## src/rtl/user_io_arbiter.sv

```systemverilog
// Wishbone-mapped controller for 16 user IO pins: register/LA pin arbitration,
// input synchronisation, rising-edge interrupts and an LA-ownership write error flag.
module user_io_arbiter #(
  parameter logic [31:0] BASE_ADDR   = 32'h3000_0000,
  parameter int unsigned NPIN        = 16,
  parameter int unsigned SYNC_STAGES = 2
) (
  input  logic              wb_clk_i,
  input  logic              wb_rst_n,
  input  logic              wbs_cyc_i,
  input  logic              wbs_stb_i,
  input  logic              wbs_we_i,
  input  logic [3:0]        wbs_sel_i,
  input  logic [31:0]       wbs_adr_i,
  input  logic [31:0]       wbs_dat_i,
  output logic              wbs_ack_o,
  output logic [31:0]       wbs_dat_o,
  input  logic [NPIN-1:0]   io_in,
  output logic [NPIN-1:0]   io_out,
  output logic [NPIN-1:0]   io_oeb,
  input  logic [3*NPIN-1:0] la_data_in,
  input  logic [3*NPIN-1:0] la_oenb,
  output logic [2*NPIN-1:0] la_data_out,
  output logic [2:0]        irq
);

  typedef enum logic {S_IDLE, S_ACK} state_e;

  state_e state_q, state_d;

  logic [NPIN-1:0] out_q, out_d;
  logic [NPIN-1:0] oeb_q, oeb_d;
  logic [NPIN-1:0] own_q, own_d;
  logic [NPIN-1:0] en_q, en_d;
  logic [NPIN-1:0] stat_q, stat_d;
  logic            err_q, err_d;
  logic [31:0]     dat_q, dat_d;
  logic [2:0]      irq_q, irq_d;

  logic [SYNC_STAGES*NPIN-1:0] sync_q, sync_d;
  logic [NPIN-1:0] in_q;
  logic [NPIN-1:0] in_dly_q;
  logic [NPIN-1:0] rise;

  logic            hit, accept, wr, rd, mapped;
  logic [2:0]      reg_idx;
  logic [NPIN-1:0] lane_m, wdat, merged, stat_clr, owned;
  logic [NPIN-1:0] la_out, la_oe;
  logic            err_set, err_clr;
  logic [31:0]     rdata;
  logic            unused_ok;

  assign unused_ok = ^{wbs_sel_i[3:2], wbs_dat_i[31:NPIN]};

  // Bus decode
  assign hit     = wbs_cyc_i & wbs_stb_i & (wbs_adr_i[31:8] == BASE_ADDR[31:8]);
  assign accept  = (state_q == S_IDLE) & hit;
  assign wr      = accept & wbs_we_i;
  assign rd      = accept & ~wbs_we_i;
  assign mapped  = (wbs_adr_i[1:0] == 2'b00) && (wbs_adr_i[7:2] <= 6'd6);
  assign reg_idx = wbs_adr_i[4:2];
  assign lane_m  = {{(NPIN/2){wbs_sel_i[1]}}, {(NPIN/2){wbs_sel_i[0]}}};
  assign wdat    = wbs_dat_i[NPIN-1:0];

  // Pin arbitration
  assign owned  = own_q & la_data_in[NPIN-1:0] & ~la_oenb[NPIN-1:0];
  assign la_out = la_data_in[2*NPIN-1:NPIN]   & ~la_oenb[2*NPIN-1:NPIN];
  assign la_oe  = la_data_in[3*NPIN-1:2*NPIN] & ~la_oenb[3*NPIN-1:2*NPIN];
  assign io_out = (owned & la_out) | (~owned & out_q);
  assign io_oeb = (owned & la_oe)  | (~owned & oeb_q);

  // Input synchroniser and edge detect
  assign sync_d = {sync_q[(SYNC_STAGES-1)*NPIN-1:0], io_in};
  assign in_q   = sync_q[SYNC_STAGES*NPIN-1 -: NPIN];
  assign rise   = in_q & ~in_dly_q;

  always_comb begin
    state_d = state_q;
    case (state_q)
      S_IDLE: if (hit) state_d = S_ACK;
      S_ACK:  state_d = S_IDLE;
      default: state_d = S_IDLE;
    endcase
  end

  always_comb begin
    rdata = '0;
    if (mapped) begin
      case (reg_idx)
        3'd0: rdata[NPIN-1:0] = out_q;
        3'd1: rdata[NPIN-1:0] = oeb_q;
        3'd2: rdata[NPIN-1:0] = in_q;
        3'd3: rdata[NPIN-1:0] = own_q;
        3'd4: rdata[NPIN-1:0] = en_q;
        3'd5: rdata[NPIN-1:0] = stat_q;
        3'd6: rdata[0]        = err_q;
        default: rdata = '0;
      endcase
    end
  end

  always_comb begin
    merged   = (wdat & lane_m);
    out_d    = out_q;
    oeb_d    = oeb_q;
    own_d    = own_q;
    en_d     = en_q;
    stat_clr = '0;
    err_clr  = 1'b0;
    err_set  = 1'b0;
    if (wr && mapped) begin
      case (reg_idx)
        3'd0: begin
          out_d   = (out_q & ~lane_m) | merged;
          err_set = |(lane_m & owned);
        end
        3'd1: oeb_d = (oeb_q & ~lane_m) | merged;
        3'd3: own_d = (own_q & ~lane_m) | merged;
        3'd4: en_d  = (en_q  & ~lane_m) | merged;
        3'd5: stat_clr = merged;
        3'd6: err_clr  = merged[0];
        default: ;
      endcase
    end
    // New events take priority over a same-cycle W1C
    stat_d = (stat_q & ~stat_clr) | (rise & en_q);
    err_d  = (err_q & ~err_clr) | err_set;
    dat_d  = rd ? rdata : '0;
    irq_d  = {err_q, |stat_q[NPIN-1:NPIN/2], |stat_q[NPIN/2-1:0]};
  end

  always_ff @(posedge wb_clk_i or negedge wb_rst_n) begin
    if (!wb_rst_n) begin
      state_q  <= S_IDLE;
      out_q    <= '0;
      oeb_q    <= '1;
      own_q    <= '0;
      en_q     <= '0;
      stat_q   <= '0;
      err_q    <= 1'b0;
      dat_q    <= '0;
      irq_q    <= '0;
      sync_q   <= '0;
      in_dly_q <= '0;
    end else begin
      state_q  <= state_d;
      out_q    <= out_d;
      oeb_q    <= oeb_d;
      own_q    <= own_d;
      en_q     <= en_d;
      stat_q   <= stat_d;
      err_q    <= err_d;
      dat_q    <= dat_d;
      irq_q    <= irq_d;
      sync_q   <= sync_d;
      in_dly_q <= in_q;
    end
  end

  assign wbs_ack_o   = (state_q == S_ACK);
  assign wbs_dat_o   = dat_q;
  assign irq         = irq_q;
  assign la_data_out = {stat_q, in_q};

endmodule

```

## config.mk

```make
export PLATFORM = sky130hd
export DESIGN_NAME = user_io_arbiter
export DESIGN_NICKNAME = d
export VERILOG_FILES = /design/src/rtl/user_io_arbiter.sv
export SDC_FILE = /design/constraint.sdc
export NUM_CORES = 1
export LEC_CHECK = 0
export ABC_AREA = 1
export CAP_MARGIN = 30
export CORE_MARGIN = 4
export CORE_UTILIZATION = 44
export CTS_BUF_LIST = sky130_fd_sc_hd__clkbuf_16
export CTS_CLUSTER_DIAMETER = 30
export DETAILED_ROUTE_END_ITERATION = 8
export GPL_ROUTABILITY_DRIVEN = 0
export PLACE_DENSITY = 0.89
export SLEW_MARGIN = 40
export SYNTH_ARGS = -nofsm -noshare
export SYNTH_HDL_FRONTEND = slang
export SYNTH_SLANG_ARGS = --single-unit
```

## constraint.sdc

```tcl
create_clock -name wb_clk_i -period 1.8 [get_ports wb_clk_i]
set_clock_uncertainty 0.05 [all_clocks]
set_input_delay 0.36 -clock wb_clk_i [delete_from_list [all_inputs] [get_ports wb_clk_i]]
set_output_delay 0.36 -clock wb_clk_i [all_outputs]
set_load 0.03 [all_outputs]
```

==> impl_metrics.csv, run 1 <==
group,metric,value,unit
drt,vias_per_cell,5.463,
logic_synthesis,synth_cells,887,
cts,cts_max_level,4,
die,dieArea,0.01874,mm^2
timing,rsz0062_at_grt,"yes",
logic_synthesis,synth.distinct_cells,26,
die,initial_utilization,0.4551,
setup_path,crit_chain,"inv_2 -> nor2_2 -> nand2_2 -> inv_2 -> nand3b_1 -> o21ai_1 -> buf_4 -> buf_12",
logic_synthesis,syn_area_per_cell,8.239,um^2
drt,avgRoutedWirePerCell,18.18,um
drt,first_iter_violations,1037,
timing,slew_viol_final,0,
drt,drcViolationCount,0,
finish,n_fill_cell,1102,
power,pwr-share-seq,0.462,
cts,clock_sinks,149,
logic_synthesis,synth_top_area_cell,"dfrtp_1",
status,violations,"negative setup slack",
finish,drive_above_1_share,0.1931,
grt,grt_antenna_before_repair,2,
logic_synthesis,netlist_top_cells_area,"dfrtp_1 (46%), nand2_1 (14%), nand4_1 (7.9%)",
drt,first_pass_iters,6,
cts,clock_path_buffers,2,
setup_path,required,1390,ps
worst_hold_path,hp-class,"reg -> reg",
status,status,"finished with violations",
logic_synthesis,ys.flop_type,"dfrtp_1",
die,core,0.01606,mm^2
power,combPwrFrac,0.121,
setup_path,crit_path_max_incr_delay,380,ps
setup_path,worstSetupEndpointType,"output pin",
power,clockPowerShare,0.417,
logic_synthesis,synth_area,0.007308,mm^2
drt,vias,7954,
logic_synthesis,yosysWarnings,0,
grt,first_global_vias,7467,
logic_synthesis,ys_top_cells_by_count,"nand2_1 (273), dfrtp_1 (133), nand4_1 (92)",
timing,fmax,507.7,MHz
power,p_int,5.702,mW
timing,timing.hold.ws,290.6,ps
setup_path,cp_max_fo,4,
cts,cts_buffers,17,
cts,cts_root_buf,"clkbuf_16",
cts,path_clk_slew,60,ps
power,switching_share,0.2331,
placed_design,dp_hpwl,19010,um
finish,nets,1410,
die,die_h,136.9,um
die,io_pins,285,
power,peakVddDrop,0.4779,mV
timing,setup_tns,-1428,ps
power,powerDensity,658.4,mW/mm^2
die,die_x,136.9,um
power,leakagePower,5.443,nW
job,drv_cap,0,
setup_path,crit_type,"reg -> out",
setup_path,start_kind,"flip-flop",
cts,clk-insertion-delay-late,420,ps
timing,period_needed,1970,ps
logic_synthesis,ys_ff_latch,149,
setup_path,cpMaxStageDelayCell,"dfrtp_1",
grt,grt_max_degree,40,
grt,grt_pass1_wl,37670,um
timing,setup_viol,19,
logic_synthesis,synth.most_common_cell,"nand2_1",
setup_path,arrival,1560,ps
cts,cts_tree,"done",
grt,grt_overflow_total,0,
finish,areaGrowthSynthToFinish,54.53,%
logic_synthesis,synth-edff-count,0,
power,p_sw,1.734,mW
timing,hold_viol,0,
drt,final_antenna_net_count,0,
logic_synthesis,ys_seq_area_frac,0.5129,
logic_synthesis,synth_top_area_share,0.4554,
logic_synthesis,async_flop_share,1.000,
grt,grt_usage,0.2609,
setup_path,crit_top_cell,"inv_2",
drt,drt_wl_total,26460,um
finish,fin_util,0.7033,
placed_design,io_buffers,250,
die,rows,46,
timing,setup_ws,-169.6,ps
timing,min_period_over_period,1.094,
[critical path: cells and delay by family, from the launching register on]
family          cells  cell delay [ps]
compound gates      1               90
buf+inv             4              420
flops               1              380
simple gates        3              260
[cells by family (layout without fill, tap and decap cells)]
| logic type | count (synthesis) | count (layout) | share of synthesized area |
|---|---|---|---|
| AO/OA/AOI/OAI | 73 | 73 | 0.05427 |
| other | 1 | 18 | 0.0005131 |
| AND/OR/NAND/NOR | 506 | 506 | 0.3267 |
| flip-flops | 149 | 149 | 0.5129 |
| buffers and inverters | 158 | 494 | 0.1056 |
[final cells by class]
class / instances / area, um^2 / area share
inverter: 97 / 371.6 / 0.03290
multi-input combinational: 595 / 2947 / 0.2609
clock buffer: 17 / 425.4 / 0.03767
tap: 216 / 270.3 / 0.02393
antenna: 2 / 5.005 / 0.0004432
sequential: 149 / 3749 / 0.3319
timing repair buffer: 365 / 3437 / 0.3043
clock inverter: 15 / 88.84 / 0.007866
[power groups by stage]
| stage | sequential [mW] | clock [mW] | combinational (mW) |
|---|---|---|---|
| floorplan | 3.49 | 0 | 0.291 |
| global placement | 3.50 | 0 | 0.873 |
| detailed placement | 3.50 | 0 | 0.887 |
| CTS | 3.44 | 3.14 | 0.878 |
| global route | 3.44 | 3.32 | 0.950 |
| finish | 3.44 | 3.10 | 0.897 |
[metal layers]
layer / routed length, um / global-route usage
met1: 9586 / 0.3194
met5: 0 / 0
met3: 3410 / 0.08382
met2: 12660 / 0.4277
met4: 812 / 0.1070
[per-stage QoR]
stage	worst slack [ps]	instances	power, mW	area, um^2
after floorplan	135.8	902	3.776	7365
after global placement	-385.4	1386	4.368	10420
after detailed placement	-443.9	1386	4.384	10420
after CTS	-185.5	1443	7.457	11080
after global routing	-231.2	1456	7.709	11290
final	-169.6	1456	7.436	11290
[what timing repair did]
action / 4_1_cts / 5_1_grt
endpoints found under the hold margin: 34 / 0
gates cloned: 0 / 1
setup buffers: 24 / 10
hold buffers: 1 / 0
pin swaps: 13 / 22
gates resized for setup: 104 / 57
endpoints found under the setup margin: 90 / 118
[cells in the final DEF, fill, tap and decap left out, drive strengths merged, types with 13 or more instances in the layout]
master / n
dlygate4sd2: 58
nor2: 66
inv: 103
dfrtp: 133
buf: 147
o21ai: 56
o22ai: 13
nand3: 15
conb: 16
clkdlybuf4s50: 150
nand2: 274
nand3b: 47
dfstp: 16
clkbuf: 17
nand4: 93
[path summary, 6_finish.rpt]
path	endpoint	slack [ps]	startpoint	cells after the start
max	io_out[7]	-170	flip-flop	8
min	sync_q[30]	290	sync_q[14]	0
max reg2reg	err_q	20	flip-flop	12
min reg2reg	sync_q[30]	290	sync_q[14]	0
max in group asynchronous	sync_q[12]	710	wb_rst_n	3
min in group asynchronous	sync_q[2]	360	wb_rst_n	2
(Power assumes the default switching activity.)
==> run 2, diff against run 1 <==
--- a/config.mk
+++ b/config.mk
@@ -11,9 +11,11 @@
 export CORE_UTILIZATION = 44
 export CTS_BUF_LIST = sky130_fd_sc_hd__clkbuf_16
 export CTS_CLUSTER_DIAMETER = 30
+export CTS_CLUSTER_SIZE = 14
 export DETAILED_ROUTE_END_ITERATION = 8
 export GPL_ROUTABILITY_DRIVEN = 0
 export PLACE_DENSITY = 0.89
+export SETUP_SLACK_MARGIN = 0.02
 export SLEW_MARGIN = 40
 export SYNTH_ARGS = -nofsm -noshare
 export SYNTH_HDL_FRONTEND = slang
==> run 2 against run 1 <==
Against the previous run: the run still ends with negative setup slack left; cell count rose by 0.34%; largest cell class unchanged; sequential share of layout area fell by 0.20 points; combinational power rose by 0.9%; core utilization rose by 0.44 points.
==> impl_metrics.csv, run 2 (synthesis gave the netlist of run 1 again) <==
group,metric,value,unit
drt,avgRoutedWirePerCell,18.57,um
timing,slew_viol_final,0,
cts,clock_sinks,149,
job,drv_cap,0,
setup_path,required,1390,ps
power,pwr-share-seq,0.461,
placed_design,dp_worst_setup_slack,-443.9,ps
cts,clock_path_buffers,2,
power,p_int,5.701,mW
power,p_sw,1.757,mW
power,combPwrFrac,0.121,
setup_path,crit_type,"reg -> out",
cts,path_clk_slew,60,ps
die,core,0.01606,mm^2
timing,period_needed,1979,ps
die,initial_utilization,0.4551,
drt,vias_per_cell,5.431,
finish,fin_util,0.7077,
timing,setup_viol,20,
timing,min_period_over_period,1.099,
setup_path,cp_top_family,"buffers and inverters",
drt,vias,7935,
die,rows,46,
finish,final_cell_mix,"nand2_1 (268), clkdlybuf4s50_1 (147), dfrtp_1 (132), buf_4 (130), nand4_1 (92)",
setup_path,crit_chain,"inv_2 -> nor2_2 -> nand2_2 -> inv_2 -> nand3b_1 -> o21ai_1 -> buf_4 -> buf_12",
timing,hold_viol,0,
setup_path,cpMaxStageDelayCell,"dfrtp_1",
power,powerDensity,656.3,mW/mm^2
die,io_pins,285,
setup_path,critPathBufInv,4,
grt,grt_pass1_wl,38280,um
grt,grt_max_degree,40,
drt,first_pass_iters,7,
finish,drive_above_1_share,0.2034,
placed_design,dp_hpwl,19010,um
worst_hold_path,hp-class,"reg -> reg",
finish,final_cells,1461,
status,status,"finished with violations",
finish,areaGrowthSynthToFinish,55.50,%
timing,fmax,505.4,MHz
grt,first_global_vias,7576,
setup_path,start_kind,"flip-flop",
die,die_x,136.9,um
finish,mostFrequentLayoutCell,"nand2_1",
finish,n_fill_cell,1091,
timing,rsz0062_at_grt,"yes",
timing,setup_tns,-1625,ps
setup_path,arrival,1570,ps
finish,nets,1416,
setup_path,cp_max_fo,4,
setup_path,crit_top_cell,"inv_2",
power,switching_share,0.2356,
setup_path,worstSetupEndpointType,"output pin",
power,clockPowerShare,0.418,
grt,grt_overflow_total,0,
drt,drt_wl_total,27140,um
timing,setup_ws,-178.7,ps
placed_design,io_buffers,250,
drt,drcViolationCount,0,
grt,grt_usage,0.2649,
power,peakVddDrop,0.4843,mV
die,dieArea,0.01874,mm^2
drt,first_iter_violations,940,
cts,cts_max_level,4,
cts,cts_root_buf,"clkbuf_16",
placed_design,dp_cells,1386,
cts,cts_tree,"done",
drt,final_antenna_net_count,0,
setup_path,crit_path_max_incr_delay,380,ps
grt,grt_antenna_before_repair,1,
status,violations,"negative setup slack",
die,die_h,136.9,um
power,leakagePower,5.466,nW
cts,clk-insertion-delay-late,420,ps
cts,cts_buffers,17,
## run 2: cell types whose count changed in the layout (fill, tap and decap cells not counted), sizes merged
cell | before | now
buf | 147 | 153
clkdlybuf4s50 | 150 | 147
diode | 2 | 1
dlygate4sd2 | 58 | 62
dlymetal6s2s | 9 | 8
## run 2: metrics by stage
| step | area [um^2] | power, mW | hold slack (ps) |
|---|---|---|---|
| floorplan | 7365 | 3.776 | 14.41 |
| global placement | 10420 | 4.368 | 234.9 |
| detailed placement | 10420 | 4.384 | 237.9 |
| CTS | 11150 | 7.455 | 294.4 |
| global route | 11360 | 7.715 | 299.1 |
| finish | 11360 | 7.458 | 290.4 |
## run 2: area by class of cell
type	instances	area [um^2]	area share
flip-flops and latches	149	3750	0.3300
multi-input cells	595	2972	0.2615
inverters	97	374.1	0.03292
well taps	216	270.3	0.02378
repair buffers	371	3482	0.3064
clock buffers	17	425.4	0.03743
clock inverters	15	88.84	0.007817
diodes	1	2.502	0.0002202
## run 2: metal layers
layer / share of wire / vias up / global-route usage
met4: 0.045 / 0 / 0.1231
met1: 0.36 / 3647 / 0.3223
met2: 0.46 / 588 / 0.4274
met5: 0 / - / 0
met3: 0.13 / 124 / 0.08750
li1: - / 3576 / -
## run 2: power by group through the flow
stage	registers, mW	clock network, mW	logic (mW)
after floorplan	3.49	0	0.291
after global placement	3.50	0	0.873
after detailed placement	3.50	0	0.887
after CTS	3.44	3.14	0.875
after global routing	3.44	3.32	0.957
final	3.44	3.12	0.905
## run 2: timing repair
item                       CTS  global route
pin swaps                   17            27
hold endpoints to repair    34             0
setup endpoints to repair   92           123
gates cloned                 0             1
setup buffers               33             9
hold buffers                 1             0
resized for setup          114            62
## run 2: worst paths after layout
| path | from | to | slack [ps] | depth (start not counted) |
|---|---|---|---|---|
| min in group asynchronous | wb_rst_n | sync_q[2] | 360 | 2 |
| hold reg to reg | sync_q[14] | sync_q[30] | 290 | 0 |
| setup / recovery | flip-flop | io_out[7] | -180 | 8 |
| max in group asynchronous | wb_rst_n | sync_q[12] | 700 | 3 |
| setup reg to reg | wbs_ack_o | flip-flop | 100 | 10 |
| hold / removal | sync_q[14] | sync_q[30] | 290 | 0 |
==> run 3, diff against run 2 <==
--- a/config.mk
+++ b/config.mk
@@ -7,6 +7,7 @@
 export LEC_CHECK = 0
 export ABC_AREA = 1
 export CAP_MARGIN = 30
+export CORE_ASPECT_RATIO = 0.7
 export CORE_MARGIN = 4
 export CORE_UTILIZATION = 44
 export CTS_BUF_LIST = sky130_fd_sc_hd__clkbuf_16
@@ -14,6 +15,7 @@
 export CTS_CLUSTER_SIZE = 14
 export DETAILED_ROUTE_END_ITERATION = 8
 export GPL_ROUTABILITY_DRIVEN = 0
+export HOLD_SLACK_MARGIN = 0.05
 export PLACE_DENSITY = 0.89
 export SETUP_SLACK_MARGIN = 0.02
 export SLEW_MARGIN = 40
==> run 3 against run 2 <==
Against the previous run: the run still ends with negative setup slack left; combinational power is 2% higher; clock power is 13% higher; cell area rose by 3.2%; non-clock buffer count increased by 24; worst hold slack better by 4.2 ps; core utilization is 1.2 points higher; critical path depth decreased by 1; maximum frequency is 2.3% lower; critical path type unchanged; critical endpoint is now io_oeb[10]; largest power group is now the clock network.
==> impl_metrics.csv, run 3 (synthesis gave the netlist of run 1 again) <==
group,metric,value,unit
power,powerDensity,672.2,mW/mm^2
setup_path,r2r_setup_slack,-20,ps
placed_design,dp_worst_setup_slack,-483.2,ps
finish,nets,1440,
placed_design,dp_hpwl,19790,um
setup_path,reg2reg_depth,13,
cts,cts_buffers,17,
die,initial_utilization,0.4484,
cts,cts_root_buf,"clkbuf_16",
timing,slew_headroom,0.6606,
setup_path,critPathBufInv,3,
drt,first_iter_violations,1107,
cts,cts_tree,"done",
die,core,0.01630,mm^2
timing,fmax,493.6,MHz
power,combPwrFrac,0.116,
drt,first_pass_iters,6,
status,status,"finished with violations",
cts,clock_sinks,149,
die,io_pins,285,
placed_design,io_buffers,250,
cts,path_clk_slew,60,ps
cts,clk-insertion-delay-late,410,ps
grt,first_global_vias,7771,
timing,setup_viol,24,
drt,final_antenna_net_count,0,
finish,drive_above_1_share,0.2366,
grt,grt_antenna_before_repair,2,
cts,clock_path_buffers,2,
grt,grt_pass1_wl,40880,um
setup_path,crit_chain,"inv_2 -> nor2_1 -> nand2_1 -> inv_2 -> nand3b_1 -> o21ai_2 -> buf_6",
die,die_x,162.0,um
status,violations,"negative setup slack",
timing,timing.hold.ws,294.7,ps
power,clockPowerShare,0.448,
drt,vias,8376,
power,peakVddDrop,0.8641,mV
power,pwr-share-seq,0.436,
setup_path,required,1390,ps
power,switching_share,0.2498,
finish,mostFrequentLayoutCell,"nand2_1",
drt,vias_per_cell,5.606,
worst_hold_path,whs_endpoint,"sync_q[30]",
drt,avgRoutedWirePerCell,19.85,um
timing,tightest_slew,503.7,ps
setup_path,cp_top_family,"flip-flops",
finish,final_cell_mix,"nand2_1 (264), clkdlybuf4s50_1 (142), buf_4 (141), dfrtp_1 (133), nand4_1 (92)",
timing,rsz0062_at_grt,"yes",
setup_path,worstSetupEndpointType,"output pin",
grt,grt_usage,0.2820,
timing,period_needed,2026,ps
worst_hold_path,hold_depth,0,
setup_path,cpMaxStageDelayCell,"dfrtp_1",
timing,setup_ws,-226.1,ps
setup_path,crit_path_max_incr_delay,380,ps
setup_path,r2r-end,"err_q",
power,p_int,5.915,mW
setup_path,path_depth,7,
job,drv_cap,0,
timing,hold_viol,0,
power,p_sw,1.970,mW
timing,min_period_over_period,1.126,
cts,cts_max_level,4,
finish,fin_util,0.7197,
drt,drcViolationCount,0,
setup_path,crit_top_cell,"inv_2",
die,die_h,115.8,um
power,leakagePower,5.638,nW
setup_path,arrival,1620,ps
timing,slew_viol_final,0,
drt,drt_wl_total,29660,um
setup_path,crit_type,"reg -> out",
setup_path,start_kind,"flip-flop",
setup_path,cp_max_fo,4,
worst_hold_path,hp-class,"reg -> reg",
grt,grt_max_degree,42,
die,rows,39,
grt,grt_overflow_total,0,
die,dieArea,0.01877,mm^2
worst_hold_path,hp-start,"sync_q[14]",
finish,areaGrowthSynthToFinish,60.50,%
[run 3: per-stage QoR]
stage          total power [mW]  TNS [ps]  std cells  cell area [um^2]
3_3_place_gp              4.372    -35830       1405             10450
3_5_place_dp              4.391    -40310       1405             10450
6_report                  7.885     -1637       1494             11730
2_1_floorplan             3.776         0        902              7365
4_1_cts                   7.850    -955.2       1476             11310
5_1_grt                   8.095     -3625       1494             11730
[run 3: cell type report]
type | instances | area (um^2)
clock buffers | 17 | 425.4
multi-input cells | 595 | 3005
fillers | 1150 | 4568
flip-flops and latches | 149 | 3749
clock inverters | 15 | 156.4
inverters | 97 | 366.6
diodes | 1 | 2.502
repair buffers | 395 | 3744
well taps | 225 | 281.5
[run 3: timing repair]
action / 4_1_cts / 5_1_grt
pin swaps: 25 / 48
gates resized for setup: 136 / 63
hold endpoints to repair: 25 / 0
gates cloned: 1 / 7
hold buffers: 1 / 0
endpoints found under the setup margin: 114 / 128
setup buffers: 37 / 13
[run 3: worst register-to-register path: cells and delay by family (launching register included)]
| kind | cells | cell delay, ps |
|---|---|---|
| AOI/OAI and AO/OA | 1 | 210 |
| and+or+nand+nor | 6 | 480 |
| DFF | 1 | 400 |
| buffers and inverters | 6 | 570 |
[run 3: power by group through the flow]
stage	clock [mW]	sequential, mW	combinational (mW)
floorplan	0	3.49	0.291
global route	3.69	3.44	0.965
global placement	0	3.50	0.875
detailed placement	0	3.50	0.893
CTS	3.53	3.44	0.878
finish	3.53	3.44	0.919
[run 3: how the worst max path moves through the flow]
stage | slack [ps] | end | startpoint
after floorplan | 140 | io_oeb[6] | flip-flop
after global placement | -420 | flip-flop | wbs_adr_i[24]
after detailed placement | -480 | wbs_dat_o[3] | wbs_adr_i[24]
after CTS | -90 | io_oeb[7] | flip-flop
after global routing | -240 | io_oeb[10] | flip-flop
final | -230 | io_oeb[10] | flip-flop
[run 3: routing by layer]
| metal | global-route usage | routed length (um) | vias to the layer above |
|---|---|---|---|
| li1 | - | - | 3633 |
| met1 | 0.3731 | 11160 | 3891 |
| met2 | 0.4298 | 13100 | 688 |
| met3 | 0.1123 | 4066 | 162 |
| met4 | 0.09239 | 1319 | 2 |
| met5 | 0 | 14 | - |
